--- config.mk ---
export PLATFORM = sky130hd
export DESIGN_NAME = move_entry
export DESIGN_NICKNAME = d
export VERILOG_FILES = /design/src/rtl/move_entry_pkg.sv /design/src/rtl/move_entry_button_debounce.sv /design/src/rtl/move_entry.sv
export SDC_FILE = /design/constraint.sdc
export NUM_CORES = 1
export LEC_CHECK = 0
export BUFFER_PORTS_ARGS = -buffer_cell sky130_fd_sc_hd__buf_2
export CAP_MARGIN = 10
export CORE_MARGIN = 3
export CORE_UTILIZATION = 30
export CTS_CLUSTER_SIZE = 24
export DETAILED_ROUTE_END_ITERATION = 12
export GPL_ROUTABILITY_DRIVEN = 0
export PLACE_DENSITY = 0.44
export REMOVE_ABC_BUFFERS = 1
export SETUP_SLACK_MARGIN = 0.05
export SKIP_LAST_GASP = 1
export SYNTH_ARGS = -nofsm -noshare
export SYNTH_HDL_FRONTEND = slang
export SYNTH_HIERARCHICAL = 1
export SYNTH_SLANG_ARGS = --single-unit
--- constraint.sdc ---
create_clock -name clk -period 2 [get_ports clk]
set_input_delay 0.1 -clock clk [delete_from_list [all_inputs] [get_ports clk]]
set_output_delay 0.1 -clock clk [all_outputs]
set_load 0.05 [all_outputs]
--- src/rtl/move_entry_pkg.sv ---
// Shared types and sizing for the move-entry input stage.
// Board geometry and the entry FSM state encoding live here.
package move_entry_pkg;

  localparam int COORD_W       = 4;
  localparam int BITS_PER_MOVE = 8;
  localparam int BOARD_SIZE    = 10;

  typedef enum logic [1:0] {
    ENTRY = 2'd0,
    ARMED = 2'd1,
    OFFER = 2'd2
  } state_e;

endpackage

--- src/rtl/move_entry_button_debounce.sv ---
// One push-button conditioner: two-flop synchroniser, stability counter,
// debounced level and a one-cycle pulse on each press (never on release).
module button_debounce #(
  parameter int DB_CYCLES          = 500000,
  parameter bit BUTTON_ACTIVE_HIGH = 1'b1
) (
  input  logic clk,
  input  logic rst,
  input  logic btn_raw,
  output logic press
);

  localparam int CNT_W = (DB_CYCLES < 1) ? 1 : $clog2(DB_CYCLES + 1);

  // Normalised so that 1 always means pressed; released therefore resets to 0.
  logic raw_n;
  assign raw_n = BUTTON_ACTIVE_HIGH ? btn_raw : ~btn_raw;

  logic             sync1_q, sync1_d;
  logic             sync2_q, sync2_d;
  logic             db_q, db_d;
  logic [CNT_W-1:0] cnt_q, cnt_d;
  logic             press_q, press_d;

  always_comb begin
    sync1_d = raw_n;
    sync2_d = sync1_q;
    db_d    = db_q;
    cnt_d   = '0;
    press_d = 1'b0;
    if (sync2_q != db_q) begin
      if (cnt_q == CNT_W'(DB_CYCLES)) begin
        db_d    = sync2_q;
        press_d = sync2_q;
      end else begin
        cnt_d = cnt_q + 1'b1;
      end
    end
  end

  always_ff @(posedge clk or posedge rst) begin
    if (rst) begin
      sync1_q <= 1'b0;
      sync2_q <= 1'b0;
      db_q    <= 1'b0;
      cnt_q   <= '0;
      press_q <= 1'b0;
    end else begin
      sync1_q <= sync1_d;
      sync2_q <= sync2_d;
      db_q    <= db_d;
      cnt_q   <= cnt_d;
      press_q <= press_d;
    end
  end

  assign press = press_q;

endmodule

--- src/rtl/move_entry.sv ---
// Move-entry stage: builds an LSB-first row/column from single-bit presses,
// range-checks it on commit and offers it downstream over valid/ready.
module move_entry
  import move_entry_pkg::*;
#(
  parameter int DB_CYCLES          = 500000,
  parameter bit BUTTON_ACTIVE_HIGH = 1'b1,
  parameter int COORD_MAX          = BOARD_SIZE - 1
) (
  input  logic               clk,
  input  logic               rst,
  input  logic               logic_0_button,
  input  logic               logic_1_button,
  input  logic               activity_button,
  output logic               move_valid,
  input  logic               move_ready,
  output logic [COORD_W-1:0] move_y,
  output logic [COORD_W-1:0] move_x,
  output logic [3:0]         entry_count,
  output logic               range_err,
  output state_e             state_dbg
);

  // Handshake: move_valid rises only with a stable move_y/move_x, stays high
  // until an edge sees move_valid & move_ready, and only reset drops it early.

  localparam logic [COORD_W-1:0] MAX_C   = COORD_W'(COORD_MAX);
  localparam logic [3:0]         LAST_IX = 4'(BITS_PER_MOVE - 1);

  logic p0, p1, pa;

  button_debounce #(.DB_CYCLES(DB_CYCLES), .BUTTON_ACTIVE_HIGH(BUTTON_ACTIVE_HIGH))
    u_db_l0 (.clk(clk), .rst(rst), .btn_raw(logic_0_button), .press(p0));
  button_debounce #(.DB_CYCLES(DB_CYCLES), .BUTTON_ACTIVE_HIGH(BUTTON_ACTIVE_HIGH))
    u_db_l1 (.clk(clk), .rst(rst), .btn_raw(logic_1_button), .press(p1));
  button_debounce #(.DB_CYCLES(DB_CYCLES), .BUTTON_ACTIVE_HIGH(BUTTON_ACTIVE_HIGH))
    u_db_act (.clk(clk), .rst(rst), .btn_raw(activity_button), .press(pa));

  // Simultaneous logic presses are ambiguous and dropped; activity wins over both.
  logic bit_pulse, bit_val;
  assign bit_pulse = (p0 ^ p1) & ~pa;
  assign bit_val   = p1;

  state_e             state_q, state_d;
  logic [COORD_W-1:0] y_q, y_d, x_q, x_d;
  logic [COORD_W-1:0] move_y_q, move_y_d, move_x_q, move_x_d;
  logic [3:0]         cnt_q, cnt_d;
  logic               valid_q, valid_d;
  logic               rerr_q, rerr_d;

  always_comb begin
    state_d  = state_q;
    y_d      = y_q;
    x_d      = x_q;
    move_y_d = move_y_q;
    move_x_d = move_x_q;
    cnt_d    = cnt_q;
    valid_d  = valid_q;
    rerr_d   = 1'b0;
    case (state_q)
      ENTRY: begin
        if (pa) begin
          cnt_d = '0;
          y_d   = '0;
          x_d   = '0;
        end else if (bit_pulse) begin
          if (!cnt_q[2]) y_d[cnt_q[1:0]] = bit_val;
          else           x_d[cnt_q[1:0]] = bit_val;
          cnt_d = cnt_q + 4'd1;
          if (cnt_q == LAST_IX) state_d = ARMED;
        end
      end
      ARMED: begin
        if (pa) begin
          if ((y_q > MAX_C) || (x_q > MAX_C)) begin
            rerr_d  = 1'b1;
            cnt_d   = '0;
            y_d     = '0;
            x_d     = '0;
            state_d = ENTRY;
          end else begin
            move_y_d = y_q;
            move_x_d = x_q;
            valid_d  = 1'b1;
            state_d  = OFFER;
          end
        end
      end
      OFFER: begin
        if (valid_q && move_ready) begin
          valid_d = 1'b0;
          cnt_d   = '0;
          y_d     = '0;
          x_d     = '0;
          state_d = ENTRY;
        end
      end
      default: state_d = ENTRY;
    endcase
  end

  always_ff @(posedge clk or posedge rst) begin
    if (rst) begin
      state_q  <= ENTRY;
      y_q      <= '0;
      x_q      <= '0;
      move_y_q <= '0;
      move_x_q <= '0;
      cnt_q    <= '0;
      valid_q  <= 1'b0;
      rerr_q   <= 1'b0;
    end else begin
      state_q  <= state_d;
      y_q      <= y_d;
      x_q      <= x_d;
      move_y_q <= move_y_d;
      move_x_q <= move_x_d;
      cnt_q    <= cnt_d;
      valid_q  <= valid_d;
      rerr_q   <= rerr_d;
    end
  end

  assign move_valid  = valid_q;
  assign move_y      = move_y_q;
  assign move_x      = move_x_q;
  assign entry_count = cnt_q;
  assign range_err   = rerr_q;
  assign state_dbg   = state_q;

endmodule

## Word level (Yosys, flattened, before mapping)

Cells that the tools add are included.

- Logic and storage cells: 113
- Bits in read-only memories: 0
- Latch bits: 0
- Bits in registers: 93
- Memories: 0
- Bits in writable memories: 0
- Input port bits: 6

- Divide/modulo/power cells: 0
- Eq/ne operators: 19
- Shift-type cells: 0
- Mux-type cells: 44
- Bitwise operators: 4
- Add/subtract/negate cells: 4
- Multipliers: 0
- Reductions and logical operators: 15
- Magnitude comparators: 4

Operator list:

| operator | count |
|---|---|
| 19-bit two-way mux | 6 |
| 19-bit by 1-bit adder with 19-bit output, second input constant | 3 |
| 19-bit == test, second input constant | 3 |
| 4-bit two-way mux | 11 |
| 4-bit one-hot mux with 3 select lines | 3 |
| 1-bit two-way mux | 13 |
| 2-bit two-way mux | 6 |
| 2-bit inequality test, second input constant | 6 |
| 6-bit AND reduction | 2 |
| 5-bit AND reduction | 2 |
| 3-bit by 2-bit inequality test with 1-bit output, second input constant | 3 |
| 4-bit bitwise mux | 2 |
| 4-bit greater-than comparator, second input constant | 2 |
| 2-bit one-hot mux with 3 select lines | 1 |
| 2-bit AND reduction | 3 |
| 4-bit by 1-bit adder with 4-bit output, second input constant | 1 |
| 4-bit by 3-bit == test with 1-bit output, second input constant | 1 |
| 4-bit AND reduction | 1 |
| 2-bit by 3-bit < comparator with 1-bit output, second input constant | 1 |
| 1-bit inequality test | 3 |
| 3-bit AND reduction | 1 |
| 3-bit nonzero test | 1 |
| 1-bit demux with 2-bit select | 1 |
| 2-bit by 1-bit == test with 1-bit output, second input constant | 1 |
| 11 further kinds | 13 |

## Longest topological paths before layout

Gate-level depths: netlist (run 1).

- Word-level depth: 9
- Mapped depth: 7
- Depth with buffers taken out: 6

## Hierarchy

Netlist (run 1), hierarchy kept.

Modules (own cells, without submodules):

| module | area each (µm²) | instances | cells each |
|---|---|---|---|
| button_debounce (u_db_act ...) | 1147.4 | 2 | 109 |
| move_entry | 1281.2 | 1 | 115 |
| button_debounce (u_db_l0) | 1162.4 | 1 | 115 |

## Worst setup path before layout (run 1)

No wires, ideal clock.

- Path kind: register -> register
- Start point: register state_q[0] (netlist: state_dbg[0])
- End point: register x_q[2]
- Arrival: 2.024 ns
- Data required time: 1.878 ns
- Stages on the path, launching flop included: 8
- Path buffers: 1
- Setup time: 0.122 ns
- Slack: -0.146 ns
- Cells stage by stage: dfrtp_1 > inv_1 > ha_1 > a21boi_0 > a2111oi_4 > buf_6 > nand4_1 > a32o_1

- Longest elaborated chain between the ends: 3
- Elaborated cells between the ends (all ways): 11
- Those cells by class: eq/ne (7); mux (1); reduce/logical (3)

Ends and longest elaborated chain:

| item | RTL line | source |
|---|---|---|
| start: declaration | move_entry.sv:44 | `state_e state_q, state_d;` |
| start signal: assignment | move_entry.sv:113 | `state_q <= state_d;` |
| 2-bit by 1-bit == test with 1-bit output, or another cell as far along | move_entry.sv:60 | `case (state_q)` |
| 2-bit inequality test (no line), or another cell as far along | - |  |
| 6-bit AND reduction (no line) | - |  |
| end signal: assignment | move_entry.sv:106 | `x_q <= '0;` |
| end signal: assignment | move_entry.sv:115 | `x_q <= x_d;` |
| end: declaration | move_entry.sv:45 | `logic [COORD_W-1:0] y_q, y_d, x_q, x_d;` |

Several ways; a longest one is shown, not always the timed one.
A chain may end at the register's enable or synchronous reset.

## Worst setup path in the final report (run 1)

- Start point: register state_q[0] (netlist: state_dbg[0])
- End point: register cnt_q[2] (netlist: entry_count[2])

- Longest elaborated chain between the ends: 3
- Elaborated cells between the ends (all ways): 10
- Those cells by class: eq/ne (6); mux (1); reduce/logical (3)

Ends and longest elaborated chain:

| item | RTL line | source |
|---|---|---|
| 2-bit by 1-bit == test with 1-bit output, or another cell as far along | move_entry.sv:60 |  |
| 2-bit inequality test (no line), or another cell as far along | - |  |
| 5-bit AND reduction (no line) | - |  |
| end signal: assignment | move_entry.sv:118 | `cnt_q <= cnt_d;` |
| end: declaration | move_entry.sv:47 | `logic [3:0] cnt_q, cnt_d;` |

Several ways; a longest one is shown, not always the timed one.

==> metrics.txt, run 1 <==
Final Power=3.73 mW; nets=519; RSZ-0062 raised after global routing=yes; Tmin final=1.88 ns; CP Cell Sequence=buf_4 -> ha_1 -> nor2b_4 -> a2111oi_4 -> buf_2 -> a31oi_1 -> a41o_1; root buf cell=clkbuf_16; CTS tree=built; CTS Buffer Depth=2; Leakage=2.42 nW; vias post-DR=3445; CP Launch Type=flip-flop; Skew-Pair Late Insertion Delay=0.34 ns; area leader, netlist=dfrtp_1; Setup-failing EPs final=0; critical path peak fanout=5; TritonCTS buffer count=9; ANT nets after route=0; sequential share of the synthesized area=0.491; placed insts=690; slowest stage delay, CP=0.42 ns; DRT Wirelength=9830 um; CP Data Required Time=2.23 ns; slew of the pin with the lowest slew margin=0.424 ns; Std-Cell Rows=45; Worst slew margin=0.715; pwr dens=667 nW/um^2; Synth Area per Inst=10.6 um^2; area delta synth->final=17.9%; area share of the largest cell type after synthesis=0.491; vias in the first global route=3427; status=complete, no violations; Sink Count=93; die span in x=132 um; DRC Markers=0; R2R depth=7; antenna violations before repair=0; Max Cap Viol=0; final non-filler cell total=713; critical path arrival=2.12 ns; Final Cell Area=5590 um^2; num ports=22; Hold Fails Final Rpt=0; layout cells sized above 1=0.195; most used routing layer=met2; fillers=1535; clock transition at the registers of the reported paths=0.06 ns; H-tree levels=3; gr ovfl total=0; Core Region=15300 um^2; Final Max Slew Viols=0; HPWL after DPL=6960 um; cells after synthesis=448; Peak Freq=0.531 GHz; clock skew=0.00526 ns; TNS Setup=0 ns; first-pass GRT wire length=16900 um; synth top area cells=dfrtp_1 (49%), xnor2_1 (5.5%), nor2_1 (4.6%), ha_1 (3.7%), nand4_1 (3.2%); DRT Pass-1 Iters=4; worst ir drop on vdd=0.469 mV; WL/cell=13.8 um; critical path type=reg -> reg; final period utilization=0.942; CP endpoint kind=flip-flop; EDFF count, synth=0; Worst path slowest cell=dfrtp_1; met1 usage=0.160; largest net degree at the start of global routing=25; Total GRT Usage=0.118; Util after Layout=0.365; met3 Use GR=0.0222; vias per inst=4.83; die area=17300 um^2; drt initial violations=205; cell area after synthesis=4740 um^2; Initial Util=0.309; min-delay worst type=in -> reg; hold depth=3; port buffer count=21; diode count=0; FF+latch count, synth=93; yosys warns=6; Synth cell types=48; Top FF cell, synth=dfrtp_1; M2 GR Usage=0.183; Post-synth ARST share=1.00; die height=132 um; placed inst area=5180 um^2
==> final cells by class <==
cell class | count | area [um^2] | area share
Sequential cell | 93 | 2330 | 0.416
Multi-Input combinational cell | 322 | 2310 | 0.413
Timing Repair Buffer | 47 | 312 | 0.0558
Clock inverter | 2 | 35.0 | 0.00627
Clock buffer | 12 | 246 | 0.0441
Inverter | 26 | 97.6 | 0.0175
Tap cell | 211 | 264 | 0.0472
==> what timing repair did <==
| item | CTS | global route |
|---|---|---|
| setup endpoints to repair | 8 | 26 |
| resized for setup | 1 | 15 |
| setup buffers | 0 | 4 |
| hold endpoints to repair | 96 | 0 |
| cloned | 0 | 1 |
| hold buffers | 4 | 0 |
| pin swaps | 0 | 2 |
==> final timing paths <==
check / start / to / slack (ns)
max in group asynchronous: rst / entry_count[0] / 1.33
worst min-delay path: move_ready / move_valid / 0.09
worst max-delay path: state_dbg[0] / entry_count[2] / 0.12
min in group asynchronous: rst / u_db_l1/press / 0.21
worst min register to register: u_db_act/sync1_q / u_db_act/sync2_q / 0.35
worst max register to register: state_dbg[0] / entry_count[2] / 0.12
==> synthesized netlist by cell type, types with 2 or more instances <==
master    number
dfrtp_1       93
nor2_1        58
xnor2_1       30
inv_1         26
nand3_1       25
nand4_1       24
nand2_1       22
nor4_1        20
xor2_1        16
ha_1          14
or3_1         11
and3_1         9
mux2_2         8
o21ai_0        8
a21oi_1        7
a32o_1         6
and4_1         6
nor3_1         6
nand4_2        4
a21oi_2        3
a41oi_1        3
buf_6          3
mux2i_1        3
nand2_4        3
o31ai_1        3
o31ai_4        3
or2_4          3
or4_4          3
a31oi_1        2
buf_4          2
mux2_4         2
nor2b_1        2
nor3b_1        2
nor4bb_1       2
o21bai_1       2
or3_4          2
==> critical path, delay by kind of cell, from the launching register on <==
kind	cells	cell delay [ns]
AOI/OAI and AO/OA	3	0.64
adders and majority gates	1	0.20
buffers and inverters	2	0.37
DFF	1	0.42
and+or+nand+nor	1	0.14
==> logic make-up (layout without fill, tap and decap cells) <==
kind of cell               after synthesis  in the layout  synth area share
muxes                                   13             13            0.0317
DFF                                     93             93             0.491
adders and majority gates               14             14            0.0370
buffers and inverters                   33             87            0.0327
xor gates and xnor gates                46             46            0.0850
AOI/OAI and AO/OA                       45             45            0.0816
and+or+nand+nor                        204            204             0.241
==> placed cells by master (no fill, tap or decap), types with 16 or more instances in the layout <==
cell type,instances
nor4_1,19
nand4_1,24
dfrtp_1,93
xnor2_1,30
buf_4,20
nand3_1,25
buf_2,22
nand2_1,22
xor2_1,16
nor2_1,58
inv_1,24
==> per-stage QoR <==
step                      worst slack [ns]  hold WS (ns)
final                                0.115        0.0858
after global routing                0.0217        0.0915
after CTS                           0.0710        0.0510
after detailed placement            0.0294      -0.00630
after global placement              0.0657    -0.0000395
after floorplan                     -0.401         0.102
==> registers in the layout (all words and copies together) (netlist names), 2 cells and up <==
register        flops
u_db_l0/cnt_q      19
move_y              4
move_x              4
y_q                 4
u_db_l1/cnt_q      19
x_q                 4
state_dbg           2
entry_count         4
u_db_act/cnt_q     19
==> power breakdown <==
group	total [mW]	switching [mW]	internal (mW)
Combinational	0.125	0.0797	0.0455
Clock	1.67	0.686	0.988
Sequential	1.93	0.0256	1.90
==> metal layers <==
metal	routed length [um]	part of all wire	up-vias
met5	0	0	-
met4	210	0.021	0
met3	242	0.025	13
met2	4500	0.46	40
met1	4880	0.50	1676
li1	-	-	1716
Note: power is estimated with default switching activity, not from simulation.
==> run 2, diff against run 1 <==
Settings changed: SLEW_MARGIN from default to 5, SYNTH_HIERARCHICAL 1 to default.
==> run 2 against run 1 <==
Compared with the run above:
- combinational power rose by 6%
- total power rose by 4.1%
- non-clock buffer count up 13
- critical path depth did not move
- final cell count fell by 5.2%
- highest routed layer unchanged
- setup slack better by 0.023 ns
- first-iteration DRC count is 27% lower
- core utilization rose by 1.1 points
- design area is essentially flat
- global-route usage is 0.12 points higher
- fmax rose by 1.3%
==> metrics.txt, run 2 <==
Hold Crit Start=move_ready; CTS Buffer Depth=2; antenna violations before repair=0; Worst slew margin=0.702; Total GRT Usage=0.119; R2R depth=7; slew of the pin with the lowest slew margin=0.447 ns; area delta synth->final=20.1%; vias per inst=4.96; Final Max Slew Viols=0; worst hold endpoint=move_valid; num ports=22; CP Launch Type=flip-flop; CP Data Required Time=2.23 ns; main combinational cell family by area after synthesis=simple AND/OR/NAND/NOR gates; WL/cell=14.1 um; die span in x=130 um; HPWL after DPL=6730 um; most common cell in the netlist=dfrtp_1; critical path type=reg -> reg; Skew-Pair Late Insertion Delay=0.34 ns; critical path arrival=2.10 ns; first-pass GRT wire length=16300 um; Peak Freq=0.537 GHz; die height=130 um; DRT Wirelength=9520 um; diode count=0; Synth Area per Inst=10.8 um^2; RR Startpoint=state_dbg[0]; nets=510; most frequent cells after synthesis=dfrtp_1 (93), nor2_1 (49), xor2_1 (30); clock skew=0.00501 ns; pwr dens=695 nW/um^2; Top FF cell, synth=dfrtp_1; Initial Util=0.313; root buf cell=clkbuf_16; post-synthesis compound-gate area fraction=0.0821; cell area after synthesis=4650 um^2; vias post-DR=3354; DRT Pass-1 Iters=4; CP Cell Sequence=buf_4 -> ha_1 -> nor2b_1 -> a2111oi_4 -> buf_4 -> nand4_1 -> a32o_1; DRC Markers=0; sequential share of the synthesized area=0.501; H-tree levels=3; worst ir drop on vdd=0.421 mV; Post-synth ARST share=1.00; die area=17000 um^2; clock transition at the registers of the reported paths=0.06 ns; TritonCTS buffer count=9; Synth Area in XOR/XNOR=0.0829; drt initial violations=149; critical path peak fanout=6; adder and majority gate portion of the synthesized area=0.0404; Max Cap Viol=0; CP endpoint kind=flip-flop; status=complete, no violations; area share of the largest cell type after synthesis=0.501; placed insts=656; Util after Layout=0.376; cells after synthesis=431; Top Registers=u_db_act.cnt_q x19, u_db_l0.cnt_q x19, u_db_l1.cnt_q x19; Synth cell types=49; ANT nets after route=0; final non-filler cell total=676; Std-Cell Rows=44; most frequent cells in the layout=dfrtp_1 (93), nor2_1 (49), buf_4 (32); gr ovfl total=0; Top cell by count, worst path=buf_4; vias in the first global route=3348; synth top area cells=dfrtp_1 (50%), xor2_1 (5.7%), ha_1 (4.0%), nor2_1 (4.0%), nand4_1 (3.4%); RSZ-0062 raised after global routing=yes; CTS tree=built; port buffer count=21; Core Region=14900 um^2; Leakage=2.51 nW; mux contribution to synthesized area=0.0355; Tmin final=1.86 ns; Sink Count=93; EDFF count, synth=0; RR Endpoint=y_q[2]; Hold Fails Final Rpt=0; yosys warns=0; r2r setup slk=0.14 ns; Worst path slowest cell=dfrtp_1; area leader, netlist=dfrtp_1; Setup-failing EPs final=0; commonest non-fill, non-tap cell in the layout=dfrtp_1; largest net degree at the start of global routing=39; FF+latch count, synth=93; Synth Area in Simple Gates=0.227; min-delay worst type=in -> reg; final period utilization=0.931; layout cells sized above 1=0.197; hold depth=3; slowest stage delay, CP=0.38 ns
[run 2: timing repair]
| item | 4_1_cts | 5_1_grt |
|---|---|---|
| hold buffers | 4 | 0 |
| endpoints found under the setup margin | 0 | 23 |
| gates resized for setup | 0 | 10 |
| setup buffers | 0 | 1 |
| hold endpoints to repair | 36 | 0 |
[run 2: worst max-delay path by stage]
stage                                start              to  depth (start not counted)
after floorplan               state_dbg[0]  entry_count[1]                          6
after global placement    u_db_l1.cnt_q[0]    u_db_l1.db_q                          6
after detailed placement  u_db_l1.cnt_q[0]    u_db_l1.db_q                          6
after CTS                 u_db_l1.cnt_q[0]    u_db_l1.db_q                          6
after global routing      u_db_l1.cnt_q[0]    u_db_l1.db_q                          6
final                         state_dbg[0]          y_q[2]                          7
[run 2: cell type report]
class	count	area (um^2)
Clock buffer	10	239
Timing Repair Buffer	60	422
Fill cell	1487	9280
Multi-Input combinational cell	307	2220
Inverter	18	70.1
Tap cell	184	230
Clock inverter	4	73.8
Sequential cell	93	2330
[run 2: cells by family after synthesis]
family / count (synthesis)
buffers and inverters: 31
AOI/OAI and AO/OA: 44
xor gates and xnor gates: 44
muxes: 15
and+or+nand+nor: 189
DFF: 93
adders and majority gates: 15
[run 2: routing by layer]
layer / wire [um] / GRT usage / vias up / share of wire
met3: 199 / 0.0232 / 14 / 0.021
met5: 0 / 0 / - / 0
met1: 4800 / 0.161 / 1633 / 0.50
li1: - / - / 1671 / -
met2: 4350 / 0.187 / 36 / 0.46
met4: 172 / 0.0508 / 0 / 0.018
[run 2: worst max-delay path, delay by kind of cell, from the launching register on]
family | cells | cell delay, ns
adders and majority gates | 1 | 0.20
buffers and inverters | 2 | 0.37
AOI/OAI and AO/OA | 2 | 0.55
DFF | 1 | 0.38
and+or+nand+nor | 2 | 0.27
[run 2: report_power, final]
part	total, mW	switching, mW	internal [mW]
clock network	1.82	0.708	1.12
logic	0.132	0.0821	0.0495
registers	1.92	0.0220	1.90
[run 2: stage by stage]
step | cell area [um^2] | hold WS [ns] | setup TNS [ns] | setup WS [ns] | power (mW)
3_5_place_dp | 5170 | 0.157 | 0 | 0.0793 | 2.09
3_3_place_gp | 5170 | 0.159 | 0 | 0.132 | 2.09
4_1_cts | 5520 | 0.0450 | 0 | 0.0695 | 3.97
5_1_grt | 5580 | 0.0728 | -0.0143 | -0.0143 | 4.05
6_report | 5580 | 0.0593 | 0 | 0.139 | 3.88
2_1_floorplan | 4570 | 0.131 | -55.46 | -0.641 | 2.03
